File: src/rtl/decode_pkg.sv
// Shared encodings for the ID stage: RV32I opcodes, ALU operation codes,
// immediate-format types and the bundled control word carried into ID/EX.
package decode_pkg;

    localparam logic [6:0] OP_LUI    = 7'b0110111;
    localparam logic [6:0] OP_AUIPC  = 7'b0010111;
    localparam logic [6:0] OP_JAL    = 7'b1101111;
    localparam logic [6:0] OP_JALR   = 7'b1100111;
    localparam logic [6:0] OP_BRANCH = 7'b1100011;
    localparam logic [6:0] OP_LOAD   = 7'b0000011;
    localparam logic [6:0] OP_STORE  = 7'b0100011;
    localparam logic [6:0] OP_IMM    = 7'b0010011;
    localparam logic [6:0] OP_REG    = 7'b0110011;

    localparam logic [3:0] ALU_NONE = 4'd0;
    localparam logic [3:0] ALU_ADD  = 4'd1;
    localparam logic [3:0] ALU_SUB  = 4'd2;
    localparam logic [3:0] ALU_AND  = 4'd3;
    localparam logic [3:0] ALU_OR   = 4'd4;
    localparam logic [3:0] ALU_XOR  = 4'd5;
    localparam logic [3:0] ALU_SLT  = 4'd7;
    localparam logic [3:0] ALU_SLL  = 4'd8;
    localparam logic [3:0] ALU_SRL  = 4'd9;
    localparam logic [3:0] ALU_BEQ  = 4'd10;
    localparam logic [3:0] ALU_BNE  = 4'd11;
    localparam logic [3:0] ALU_BGE  = 4'd12;
    localparam logic [3:0] ALU_SRA  = 4'd13;
    localparam logic [3:0] ALU_SLTU = 4'd14;
    localparam logic [3:0] ALU_BGEU = 4'd15;

    typedef enum logic [2:0] {
        TYPE_R = 3'd0,
        TYPE_I = 3'd1,
        TYPE_S = 3'd2,
        TYPE_B = 3'd3,
        TYPE_U = 3'd4,
        TYPE_J = 3'd5
    } itype_e;

    typedef struct packed {
        logic [3:0] alu_op;
        itype_e     itype;
        logic       reg_write;
        logic       mem_read;
        logic [3:0] mem_write;
        logic       branch;
        logic       jal;
        logic       jalr;
        logic       lui;
        logic       auipc;
        logic       ext_b;
        logic       ext_h;
        logic       sgn;
        logic       uns;
        logic       illegal;
    } ctrl_t;

    // {sgn, uns} for the register/immediate ALU ops that care about signedness
    function automatic logic [1:0] alu_signedness(input logic [3:0] op);
        return {(op == ALU_SLT) || (op == ALU_SRA),
                (op == ALU_SLL) || (op == ALU_SRL) || (op == ALU_SLTU)};
    endfunction

endpackage

File: src/rtl/imm_gen.sv
// Immediate generator: extracts the I/S/B/U/J immediate from an instruction
// word and sign-extends it to XLEN.
module imm_gen
    import decode_pkg::*;
#(
    parameter int XLEN = 32
) (
    input  logic [31:0]     instr,
    input  itype_e          itype,
    output logic [XLEN-1:0] imm
);

    logic signed [31:0] raw;
    logic               is_shift_imm;

    // slli/srli/srai carry only a shift amount; the funct7 bits are not part of the immediate
    assign is_shift_imm = (instr[6:0] == OP_IMM) && (instr[13:12] == 2'b01);

    always_comb begin
        raw = '0;
        case (itype)
            TYPE_I:  raw = is_shift_imm ? {27'd0, instr[24:20]}
                                        : {{20{instr[31]}}, instr[31:20]};
            TYPE_S:  raw = {{20{instr[31]}}, instr[31:25], instr[11:7]};
            TYPE_B:  raw = {{19{instr[31]}}, instr[31], instr[7], instr[30:25], instr[11:8], 1'b0};
            TYPE_U:  raw = {instr[31:12], 12'd0};
            TYPE_J:  raw = {{11{instr[31]}}, instr[31], instr[19:12], instr[20], instr[30:21], 1'b0};
            default: raw = '0;
        endcase
    end

    assign imm = XLEN'(raw);

endmodule

File: src/rtl/decode_stage.sv
// RV32I decode stage: decodes one instruction per cycle into the ID/EX register,
// with illegal-encoding detection, a configurable load-use interlock and flush.
module decode_stage
    import decode_pkg::*;
#(
    parameter int XLEN           = 32,
    parameter int LOAD_USE_STALL = 1,
    parameter int ALUOP_W        = 4
) (
    input  logic               clk,
    input  logic               rst,
    input  logic               in_valid,
    output logic               in_ready,
    input  logic [31:0]        in_instr,
    input  logic [XLEN-1:0]    in_pc,
    input  logic               flush,
    output logic               out_valid,
    input  logic               out_ready,
    output logic [ALUOP_W-1:0] alu_op,
    output logic [2:0]         itype,
    output logic               reg_write,
    output logic               mem_read,
    output logic               branch,
    output logic               jal,
    output logic               jalr,
    output logic               lui,
    output logic               auipc,
    output logic [3:0]         mem_write,
    output logic               ext_b,
    output logic               ext_h,
    output logic               sgn,
    output logic               uns,
    output logic [4:0]         rd,
    output logic [4:0]         rs1,
    output logic [4:0]         rs2,
    output logic [XLEN-1:0]    imm,
    output logic [XLEN-1:0]    pc_out,
    output logic               illegal
);

    localparam bit         INTERLOCK    = LOAD_USE_STALL > 0;
    localparam logic [1:0] STALL_RELOAD = INTERLOCK ? 2'(LOAD_USE_STALL - 1) : 2'd0;

    ctrl_t           dec;
    ctrl_t           q;
    logic [XLEN-1:0] dec_imm;
    logic [1:0]      stall_cnt;
    logic            fire;
    logic            accept;
    logic            hazard;
    logic            uses_rs1;
    logic            uses_rs2;
    logic [6:0]      opcode;
    logic [2:0]      funct3;
    logic [6:0]      funct7;

    assign opcode = in_instr[6:0];
    assign funct3 = in_instr[14:12];
    assign funct7 = in_instr[31:25];

    always_comb begin
        dec       = '0;
        dec.itype = TYPE_R;
        case (opcode)
            OP_REG: begin
                dec.reg_write = 1'b1;
                case ({funct7, funct3})
                    {7'b0000000, 3'b000}: dec.alu_op = ALU_ADD;
                    {7'b0100000, 3'b000}: dec.alu_op = ALU_SUB;
                    {7'b0000000, 3'b001}: dec.alu_op = ALU_SLL;
                    {7'b0000000, 3'b010}: dec.alu_op = ALU_SLT;
                    {7'b0000000, 3'b011}: dec.alu_op = ALU_SLTU;
                    {7'b0000000, 3'b100}: dec.alu_op = ALU_XOR;
                    {7'b0000000, 3'b101}: dec.alu_op = ALU_SRL;
                    {7'b0100000, 3'b101}: dec.alu_op = ALU_SRA;
                    {7'b0000000, 3'b110}: dec.alu_op = ALU_OR;
                    {7'b0000000, 3'b111}: dec.alu_op = ALU_AND;
                    default:              dec.illegal = 1'b1;
                endcase
            end
            OP_IMM: begin
                dec.itype     = TYPE_I;
                dec.reg_write = 1'b1;
                case (funct3)
                    3'b000:  dec.alu_op = ALU_ADD;
                    3'b010:  dec.alu_op = ALU_SLT;
                    3'b011:  dec.alu_op = ALU_SLTU;
                    3'b100:  dec.alu_op = ALU_XOR;
                    3'b110:  dec.alu_op = ALU_OR;
                    3'b111:  dec.alu_op = ALU_AND;
                    3'b001:  if (funct7 == 7'b0000000) dec.alu_op = ALU_SLL;
                             else                      dec.illegal = 1'b1;
                    default: if (funct7 == 7'b0000000)      dec.alu_op = ALU_SRL;
                             else if (funct7 == 7'b0100000) dec.alu_op = ALU_SRA;
                             else                           dec.illegal = 1'b1;
                endcase
            end
            OP_LOAD: begin
                dec.itype     = TYPE_I;
                dec.alu_op    = ALU_ADD;
                dec.reg_write = 1'b1;
                dec.mem_read  = 1'b1;
                case (funct3)
                    3'b000:  {dec.ext_b, dec.sgn} = 2'b11;
                    3'b001:  {dec.ext_h, dec.sgn} = 2'b11;
                    3'b010:  dec.ext_b = 1'b0;
                    3'b100:  {dec.ext_b, dec.uns} = 2'b11;
                    3'b101:  {dec.ext_h, dec.uns} = 2'b11;
                    default: dec.illegal = 1'b1;
                endcase
            end
            OP_STORE: begin
                dec.itype  = TYPE_S;
                dec.alu_op = ALU_ADD;
                case (funct3)
                    3'b000:  {dec.mem_write, dec.ext_b} = {4'b0001, 1'b1};
                    3'b001:  {dec.mem_write, dec.ext_h} = {4'b0011, 1'b1};
                    3'b010:  dec.mem_write = 4'b1111;
                    default: dec.illegal = 1'b1;
                endcase
            end
            OP_BRANCH: begin
                dec.itype  = TYPE_B;
                dec.branch = 1'b1;
                case (funct3)
                    3'b000:  dec.alu_op = ALU_BEQ;
                    3'b001:  dec.alu_op = ALU_BNE;
                    3'b100:  dec.alu_op = ALU_SLT;
                    3'b101:  dec.alu_op = ALU_BGE;
                    3'b110:  dec.alu_op = ALU_SLTU;
                    3'b111:  dec.alu_op = ALU_BGEU;
                    default: dec.illegal = 1'b1;
                endcase
            end
            OP_JAL: begin
                dec.itype     = TYPE_J;
                dec.jal       = 1'b1;
                dec.reg_write = 1'b1;
            end
            OP_JALR: begin
                dec.itype     = TYPE_I;
                dec.alu_op    = ALU_ADD;
                dec.jalr      = 1'b1;
                dec.reg_write = 1'b1;
                dec.illegal   = (funct3 != 3'b000);
            end
            OP_LUI: begin
                dec.itype     = TYPE_U;
                dec.alu_op    = ALU_ADD;
                dec.lui       = 1'b1;
                dec.reg_write = 1'b1;
            end
            OP_AUIPC: begin
                dec.itype     = TYPE_U;
                dec.alu_op    = ALU_ADD;
                dec.auipc     = 1'b1;
                dec.reg_write = 1'b1;
            end
            default: dec.illegal = 1'b1;
        endcase

        if ((opcode == OP_REG) || (opcode == OP_IMM))
            {dec.sgn, dec.uns} = alu_signedness(dec.alu_op);

        // an unrecognised encoding must never reach EX with anything that changes state
        if (dec.illegal) begin
            dec.reg_write = 1'b0;
            dec.mem_read  = 1'b0;
            dec.mem_write = 4'b0000;
            dec.branch    = 1'b0;
            dec.jal       = 1'b0;
            dec.jalr      = 1'b0;
        end
    end

    imm_gen #(.XLEN(XLEN)) u_imm_gen (
        .instr (in_instr),
        .itype (dec.itype),
        .imm   (dec_imm)
    );

    assign uses_rs1 = dec.itype inside {TYPE_R, TYPE_I, TYPE_S, TYPE_B};
    assign uses_rs2 = dec.itype inside {TYPE_R, TYPE_S, TYPE_B};

    // the load leaving ID/EX this cycle cannot forward to its direct consumer
    assign fire   = out_valid & out_ready;
    assign hazard = INTERLOCK && fire && q.mem_read && (rd != 5'd0) && in_valid &&
                    ((uses_rs1 && (in_instr[19:15] == rd)) || (uses_rs2 && (in_instr[24:20] == rd)));

    assign in_ready = ~rst & ~flush & (stall_cnt == 2'd0) & (~out_valid | out_ready) & ~hazard;
    assign accept   = in_valid & in_ready;

    always_ff @(posedge clk) begin
        if (rst) begin
            q         <= '0;
            out_valid <= 1'b0;
            stall_cnt <= 2'd0;
            rd        <= '0;
            rs1       <= '0;
            rs2       <= '0;
            imm       <= '0;
            pc_out    <= '0;
        end else if (flush) begin
            out_valid <= 1'b0;
            stall_cnt <= 2'd0;
        end else begin
            if (accept) begin
                q         <= dec;
                out_valid <= 1'b1;
                rd        <= in_instr[11:7];
                rs1       <= in_instr[19:15];
                rs2       <= in_instr[24:20];
                imm       <= dec_imm;
                pc_out    <= in_pc;
            end else if (fire) begin
                out_valid <= 1'b0;
            end

            if (hazard)
                stall_cnt <= STALL_RELOAD;
            else if (stall_cnt != 2'd0)
                stall_cnt <= stall_cnt - 2'd1;
        end
    end

    assign alu_op    = ALUOP_W'(q.alu_op);
    assign itype     = q.itype;
    assign reg_write = q.reg_write;
    assign mem_read  = q.mem_read;
    assign mem_write = q.mem_write;
    assign branch    = q.branch;
    assign jal       = q.jal;
    assign jalr      = q.jalr;
    assign lui       = q.lui;
    assign auipc     = q.auipc;
    assign ext_b     = q.ext_b;
    assign ext_h     = q.ext_h;
    assign sgn       = q.sgn;
    assign uns       = q.uns;
    assign illegal   = q.illegal;

endmodule

File: config.mk
export PLATFORM = sky130hd
export DESIGN_NAME = decode_stage
export DESIGN_NICKNAME = d
export VERILOG_FILES = /design/src/rtl/decode_pkg.sv /design/src/rtl/imm_gen.sv /design/src/rtl/decode_stage.sv
export SDC_FILE = /design/constraint.sdc
export NUM_CORES = 1
export LEC_CHECK = 0
export ABC_AREA = 1
export CORE_MARGIN = 3
export CORE_UTILIZATION = 45
export DETAILED_ROUTE_END_ITERATION = 10
export HOLD_SLACK_MARGIN = 0.08
export PLACE_DENSITY = 0.78
export REMOVE_ABC_BUFFERS = 1
export SLEW_MARGIN = 20
export SYNTH_ARGS = -nofsm -noshare
export SYNTH_HDL_FRONTEND = slang
export SYNTH_HIERARCHICAL = 1
export SYNTH_SLANG_ARGS = --single-unit
File: constraint.sdc
create_clock -name clk -period 6.7 [get_ports clk]
set_input_delay 1.675 -clock clk [delete_from_list [all_inputs] [get_ports clk]]
set_output_delay 1.675 -clock clk [all_outputs]
set_load 0.02 [all_outputs]
; Yosys cells after proc, flatten, opt, wreduce, memory -nomap -nowiden
; Index checks and enable logic that the tools add are counted.
[word_totals]
regBits = 105
input_bits = 69
output_inout_bits = 104
elab_cells = 153
[classes]
addsub = 1
eq_ne = 39
mux = 40
bitwise_logic = 11
reduce_logical = 40
[ops]
columns = cell, n
row1 = case mux 32 bit (5 select lines), 1
row2 = equality test 10 x 3 -> 1 bit (second input constant), 4
row3 = case mux 4 bit (10 select lines), 1
row4 = 2-to-1 mux 32 bit, 1
row5 = equality test 7 x 6 -> 1 bit (second input constant), 4
row6 = case mux 4 bit (7 select lines), 1
row7 = case mux 4 bit (6 select lines), 1
row8 = 2-to-1 mux 1 bit, 22
row9 = equality test 7 bit (second input constant), 3
row10 = equality test 10 x 2 -> 1 bit (second input constant), 2
row11 = equality test 10 x 9 -> 1 bit (second input constant), 2
row12 = equality test 3 bit (second input constant), 6
row13 = equality test 4 bit (second input constant), 4
row14 = 2-to-1 mux 4 bit, 4
row15 = case mux 4 bit (4 select lines), 1
row16 = case mux 3 bit (5 select lines), 1
row17 = equality test 7 x 5 -> 1 bit (second input constant), 2
row18 = equality test 3 x 2 -> 1 bit (second input constant), 4
row19 = case mux 4 bit (3 select lines), 1
row20 = OR reduction 2 bit, 6
row21 = OR reduction 3 bit, 4
row22 = OR reduction 6 bit, 2
row23 = equality test 10 x 1 -> 1 bit (second input constant), 1
row24 = equality test 5 bit, 2
row25 = other kinds (27), 51

; Logic depth before layout (Yosys ltp)
; Gate-level depths: netlist (run 1).
[logic_depth]
word_depth = 12
ltp_mapped = 17

; Hierarchy
; The synthesis (run 1) kept the hierarchy.
[by_module_without_submodules]
columns = module, n_inst, cells_per_inst, area_per_inst_um2
row1 = decode_stage, 1, 681, 4645.7
row2 = imm_gen, 1, 155, 706.9

; Least setup slack after synthesis (run 1)
; No wires, ideal clock.
[synth_path]
kind = input to output
from = input port in_instr[3]
to = output port in_ready
t_arrival_ns = 3.185
setup_slack_ns = 1.840
cell_stages = 7
n_path_buf = 0
cell_sequence = inv_1 nand4_1 o21ai_1 nor3_1 nand2_2 nand2_1 nor3_1
[synth_lines]
columns = element, line
row1 = start: declaration, decode_stage.sv:14  ; input logic [31:0] in_instr,
row2 = end: declaration, decode_stage.sv:13  ; output logic in_ready,

==> summary.md, run 1 <==
| Metric | Value |
|---|---|
| Outcome | `completed` |
| Die height | `115 um` |
| Vias in the first global route | `5109` |
| Initial DRC Count | `366` |
| Fillers | `1090` |
| DR WL/cell | `13.7 um` |
| Area of placed instances | `7050 um^2` |
| Lkg Pwr | `2.98 nW` |
| Crit-path most repeated cell | `nand2_1` |
| Distinct cells, synth | `37` |
| Synth Register Bits | `104` |
| Global placer's final weighted congestion | `0.959` |
| Cell family with most CP delay | `simple AND/OR/NAND/NOR gates` |
| Design Area, Final | `7360 um^2` |
| CP Cell Sequence | `clkdlybuf4s50_1 > nand4_1 > nor2_2 > nor2_1 > nand2_2 > nand2_1 > nand2_1 > nand2_1 > nand2_2 > nand2_1 > nor3_1 > clkdlybuf4s50_1` |
| Root buf cell | `clkbuf_16` |
| Cell Count Post-Placement | `1116` |
| Crit-path max cell delay | `0.63 ns` |
| Most frequent cells in the layout | `310 x nand2_1, 171 x clkdlybuf4s50_1, 111 x a21oi_1` |
| PostCTS Resize Cnt | `0` |
| Mapped Area | `5350 um^2` |
| Worst setup EP type | `output port` |
| Setup Crit Path Kind | `input pin to output port` |
| Worst Skew | `0.00773 ns` |
| RR Endpoint | `pc_out[24]` |
| Setup tns final | `0 ns` |
| Largest net degree at the start of global routing | `105` |
| Num CTS Buffers | `9` |
| Hold Path Origin | `stall_cnt[0]` |
| TritonCTS Sinks | `104` |
| Via Count | `5614` |
| Post-DP HPWL | `11100 um` |
| First-pass GRT wire length | `25000 um` |
| Post-CTS Hold Buffers | `0` |
| # port buffers | `172` |
| Worst setup SP type | `input pin` |
| Final min period | `5.85 ns` |
| Reg area | `2080 um^2` |
| FP Rows | `39` |
| Hold worst-path end | `stall_cnt[0]` |
| Post-synthesis cell count | `836` |
| Ratio of cells with drive above 1 in the final layout | `5.66%` |
| Initial antenna violation count | `0` |
| R2r setup slk | `3.86 ns` |
| ANT nets after route | `0` |
| MaxCap Viol Count | `0` |
| Htree depth | `3` |
| Ys Warns | `6` |
| Core Area | `11500 um^2` |
| Final Power | `1.38 mW` |
| Main synth FF type | `dfxtp_1` |
| CP arrival | `4.17 ns` |
| Number of diodes | `0` |
| GRT Total Usage | `23.3%` |
| DR vias/cell | `4.96` |
| Total Wirelength | `15500 um` |
| Fin. max-slew vios | `0` |
| CP Data Required Time | `5.03 ns` |
| # Post-CTS Setup Buffers | `0` |
| RSZ-0062 raised after global routing | `no` |
| Clk slew on worst S/H paths | `0.07 ns` |
| EDFF count, synth | `0` |
| Die Wd | `115 um` |
| Worst Tran Pin Value | `1.07 ns` |
| Multi-input gate area | `2750 um^2` |
| Async S/R FF share, synth | `0%` |
| Hold depth | `2` |
| Nets | `1054` |
| DRC viols | `0` |
| Fin cells | `1132` |
| Seq/Total Area, Yosys | `38.9%` |
| Worst r2r src | `rd[2]` |
| Tcrit/Tclk final | `87.3%` |
| Slowest CP cell | `clkdlybuf4s50_1` |
| Worst r2r path cells | `11` |
| Final Hold Fails | `0` |
| CTS max path bufs | `2` |
| Area Overhead vs Synth | `37.5%` |
| Peak VDD IR | `0.000208 V` |
| Clk Latency, worst-skew pair | `0.36 ns` |
| First drt pass iteration count | `5` |
| CTS tree | `yes` |
| Crit path max fanout | `8` |
| Die area | `13200 um^2` |
| Most common cell after layout, fill and taps aside | `nand2_1` |
| Post-Syn Area per Cell | `6.40 um^2` |
| Ports | `173` |
| Hold Crit Class | `flop to flop` |
| Fmax | `0.171 GHz` |
| Setup Viol. Count Final | `0` |
| Pwr Density | `188 nW/um^2` |
| Total grt overflow | `0` |
| Initial core utilization | `46.5%` |
| Worst slew margin | `28.5%` |
| Crit path buffers/inverters | `2` |
## layout make-up
class / instances / share of cell area [%]
multi-input combinational: 616 / 37.3
sequential: 104 / 28.3
timing repair buffer: 176 / 23.8
inverter: 77 / 3.94
clock buffer: 10 / 3.25
tap: 143 / 2.43
clock inverter: 6 / 1.00
## worst max path at each step
stage,slack (ns),end,start,cells after the start
after floorplan,1.84,in_ready,in_instr[3],7
after global placement,0.90,in_ready,in_instr[2],12
after detailed placement,0.87,in_ready,in_instr[2],12
after CTS,0.87,in_ready,in_instr[2],12
after global routing,0.65,in_ready,in_instr[2],12
final,0.85,in_ready,in_instr[2],12
## routing by layer
metal | share of wire, % | routed length [um] | track usage, % | vias to the layer above
met4 | 1.7 | 263 | 6.96 | 0
li1 | - | - | - | 2918
met3 | 7.1 | 1100 | 6.68 | 15
met2 | 44 | 6880 | 35.1 | 170
met5 | 0 | 0 | 0 | -
met1 | 47 | 7300 | 32.4 | 2511
## state kept, by name, indices dropped and copies added (netlist names), 2 cells and up
signal,count
alu_op,4
rs2,5
mem_write,3
rs1,5
stall_cnt,2
itype,3
pc_out,32
rd,5
imm,32
## synth_stat cells (2+ instances only)
| library cell | n | area [um^2] |
|---|---|---|
| nand4_1 | 9 | 56.3 |
| nor4_1 | 3 | 18.8 |
| buf_4 | 9 | 67.6 |
| inv_2 | 8 | 30.0 |
| nand3_4 | 2 | 35.0 |
| o21ai_0 | 15 | 75.1 |
| buf_2 | 11 | 55.1 |
| nand3_1 | 32 | 160 |
| dfxtp_1 | 104 | 2080 |
| clkbuf_1 | 14 | 52.6 |
| a21oi_1 | 111 | 556 |
| nand2_2 | 15 | 93.8 |
| nor2_1 | 82 | 308 |
| buf_6 | 5 | 56.3 |
| nand2_1 | 310 | 1160 |
| and2_1 | 4 | 25.0 |
| inv_1 | 67 | 251 |
| xnor2_1 | 3 | 26.3 |
| nor2_4 | 3 | 33.8 |
| xor2_1 | 5 | 43.8 |
| nor2_2 | 4 | 25.0 |
| nor3_1 | 5 | 25.0 |
## power breakdown
group / internal, mW / leakage (nW) / switching [mW]
clock: 0.305 / 0.147 / 0.250
combinational: 0.0838 / 1.99 / 0.105
sequential: 0.632 / 0.842 / 0.00823
## logic make-up after synthesis
logic type | Yosys count | share of synthesized area, %
flip-flops | 104 | 38.9
buffers and inverters | 116 | 9.75
AND/OR/NAND/NOR | 474 | 37.0
XOR/XNOR | 8 | 1.31
AO/OA/AOI/OAI | 133 | 12.8
adder cells (fa/ha/maj) | 1 | 0.234
## through the flow
stage	worst slack (ns)	hold WS (ns)	util, %
floorplan	1.84	0.431	-
global placement	0.901	0.451	61.2
detailed placement	0.871	0.452	61.2
CTS	0.867	0.462	63.9
global route	0.648	0.478	63.9
finish	0.854	0.458	63.9
## worst register-to-register path, stage by stage, from the launching register on
cell,delay (ns)
dfxtp_1,0.47
xor2_1,0.10
nor2_1,0.11
nor3b_1,0.26
nand2_1,0.11
nand2_1,0.08
nand2_2,0.09
nand3_4,0.08
clkinv_2,0.64
buf_4,0.55
nand2_1,0.15
a21oi_1,0.06
Power figures use the tool's default switching activity.
==> inputs of run 2 (changes only) <==
--- a/config.mk
+++ b/config.mk
@@ -7,10 +7,10 @@
 export LEC_CHECK = 0
 export ABC_AREA = 1
 export CORE_MARGIN = 3
-export CORE_UTILIZATION = 45
+export CORE_UTILIZATION = 50
 export DETAILED_ROUTE_END_ITERATION = 10
 export HOLD_SLACK_MARGIN = 0.08
-export PLACE_DENSITY = 0.78
+export PLACE_DENSITY = 0.86
 export REMOVE_ABC_BUFFERS = 1
 export SLEW_MARGIN = 20
 export SYNTH_ARGS = -nofsm -noshare
==> summary.md, run 2 (synthesized netlist as in run 1, its figures left out) <==
| Metric | Value |
|---|---|
| Outcome | `completed` |
| Total Wirelength | `15200 um` |
| Clk Latency, worst-skew pair | `0.38 ns` |
| DRT met1 WL | `6900 um` |
| Gate power share | `15.7%` |
| Met2 WL | `6900 um` |
| Die area | `12000 um^2` |
| Post-DP HPWL | `10900 um` |
| Initial antenna violation count | `0` |
| DRC viols | `0` |
| Num CTS Buffers | `9` |
| PostCTS Resize Cnt | `0` |
| Setup Crit Path Kind | `input pin to output port` |
| CP arrival | `4.18 ns` |
| Initial core utilization | `51.6%` |
| Fin. max-slew vios | `0` |
| DR WL/cell | `13.5 um` |
| Area Overhead vs Synth | `35.0%` |
| DR WL met3 | `1040 um` |
| Biggest regs | `imm x32, pc_out x32` |
| Worst r2r src | `rd[3]` |
| Worst r2r path cells | `11` |
| Worst setup SP type | `input pin` |
| Hold Path Origin | `stall_cnt[0]` |
| Die height | `109 um` |
| First drt pass iteration count | `5` |
| Final Power | `1.20 mW` |
| Pwr Density | `167 nW/um^2` |
| Final Hold Fails | `0` |
| # Post-CTS Setup Buffers | `0` |
| Multi-input gate area | `2750 um^2` |
| Area of placed instances | `7040 um^2` |
| Most frequent cells in the layout | `310 x nand2_1, 171 x clkdlybuf4s50_1, 111 x a21oi_1` |
| CTS tree | `yes` |
| Hold worst-path end | `stall_cnt[0]` |
| MaxCap Viol Count | `0` |
| Tcrit/Tclk final | `87.4%` |
| Nets | `1054` |
| Clk slew on worst S/H paths | `0.10 ns` |
| CP Data Required Time | `5.03 ns` |
| First-pass GRT wire length | `24100 um` |
| Reg area | `2080 um^2` |
| Setup Viol. Count Final | `0` |
| Peak VDD IR | `0.000146 V` |
| Design Area, Final | `7230 um^2` |
| Htree depth | `3` |
| Most common cell after layout, fill and taps aside | `nand2_1` |
| Lkg Pwr | `2.93 nW` |
| Setup tns final | `0 ns` |
| Worst slew margin | `30.2%` |
| Hold Crit Class | `flop to flop` |
| Reg power frac | `53.1%` |
| Core Area | `10400 um^2` |
| RSZ-0062 raised after global routing | `no` |
| NetSw | `0.344 mW` |
| Fmax | `0.171 GHz` |
| Worst Skew | `0.0123 ns` |
| Cell Int Power | `0.860 mW` |
| Fillers | `907` |
| Post-CTS Hold Buffers | `0` |
| GRT Total Usage | `24.9%` |
| Final min period | `5.86 ns` |
| Die Wd | `109 um` |
| Global placer's final weighted congestion | `0.985` |
| Total grt overflow | `0` |
| Worst setup EP type | `output port` |
| Initial DRC Count | `454` |
| Ratio of cells with drive above 1 in the final layout | `5.56%` |
| Via Count | `5663` |
| Worst Tran Pin Value | `1.05 ns` |
| Ports | `173` |
| FP Rows | `37` |
| ANT nets after route | `0` |
| DR vias/cell | `5.03` |
| Top sig layer | `met4` |
| Clock share of power | `31.2%` |
| TritonCTS Sinks | `104` |
| # port buffers | `172` |
| Sw Ratio | `28.6%` |
| Root buf cell | `clkbuf_8` |
| Vias in the first global route | `5002` |
| Crit path max fanout | `8` |
| CTS max path bufs | `2` |
| Number of diodes | `0` |
| R2r setup slk | `3.89 ns` |
| Hold depth | `2` |
| Largest net degree at the start of global routing | `105` |
| RR Endpoint | `rd[4]` |
| Fin Hold WS | `0.462 ns` |
[run 2: cell types whose count changed in the layout (fill, tap and decap cells not counted)]
cell	before	now
clkbuf_8	1	9
clkinv_4	1	2
inv_8	1	2
bufinv_16	1	0
clkbuf_16	9	0
clkinvlp_4	2	0
inv_6	1	2
clkbuf_1	0	1
[run 2: layout make-up]
class                   instances  area share (%)
multi-input cells             616            38.0
inverters                      77            4.02
flip-flops and latches        104            28.8
repair buffers                176            24.2
well taps                     136            2.35
clock inverters                 6           0.797
clock buffers                  10            1.77
[run 2: worst max-delay path, stage by stage]
cell,delay [ns]
clkdlybuf4s50_1,0.55
nand4_1,0.26
nor2_2,0.22
nor2_1,0.09
nand2_2,0.21
nand2_1,0.07
nand2_1,0.07
nand2_1,0.06
nand2_2,0.10
nand2_1,0.10
nor3_1,0.14
clkdlybuf4s50_1,0.63
[run 2: worst max path at each step]
| stage | slack [ns] | cells after the start | start | to |
|---|---|---|---|---|
| final | 0.84 | 12 | in_instr[2] | in_ready |
| after global routing | 0.55 | 12 | in_instr[2] | in_ready |
| after CTS | 0.84 | 12 | in_instr[2] | in_ready |
| after detailed placement | 0.85 | 12 | in_instr[2] | in_ready |
| after global placement | 0.90 | 12 | in_instr[2] | in_ready |
| after floorplan | 1.84 | 7 | in_instr[3] | in_ready |
[run 2: routing by layer]
| layer | up-vias | global-route usage (%) |
|---|---|---|
| met5 | - | 0 |
| met4 | 0 | 8.37 |
| met3 | 28 | 5.28 |
| met2 | 179 | 38.4 |
| met1 | 2538 | 34.7 |
| li1 | 2918 | - |
[run 2: power groups by stage]
stage / clock (mW) / sequential, mW / combinational [mW]
6_report: 0.376 / 0.640 / 0.189
5_1_grt: 0.407 / 0.642 / 0.207
4_1_cts: 0.388 / 0.640 / 0.189
3_5_place_dp: 0 / 0.655 / 0.188
3_3_place_gp: 0 / 0.654 / 0.187
2_1_floorplan: 0 / 0.672 / 0.0634
[run 2: through the flow]
stage | utilization, % | std cells | setup WS (ns)
after global routing | 69.7 | 1125 | 0.548
final | 69.7 | 1125 | 0.843
after floorplan | - | 797 | 1.84
after detailed placement | 67.9 | 1109 | 0.847
after global placement | 67.9 | 1109 | 0.895
after CTS | 69.7 | 1125 | 0.844
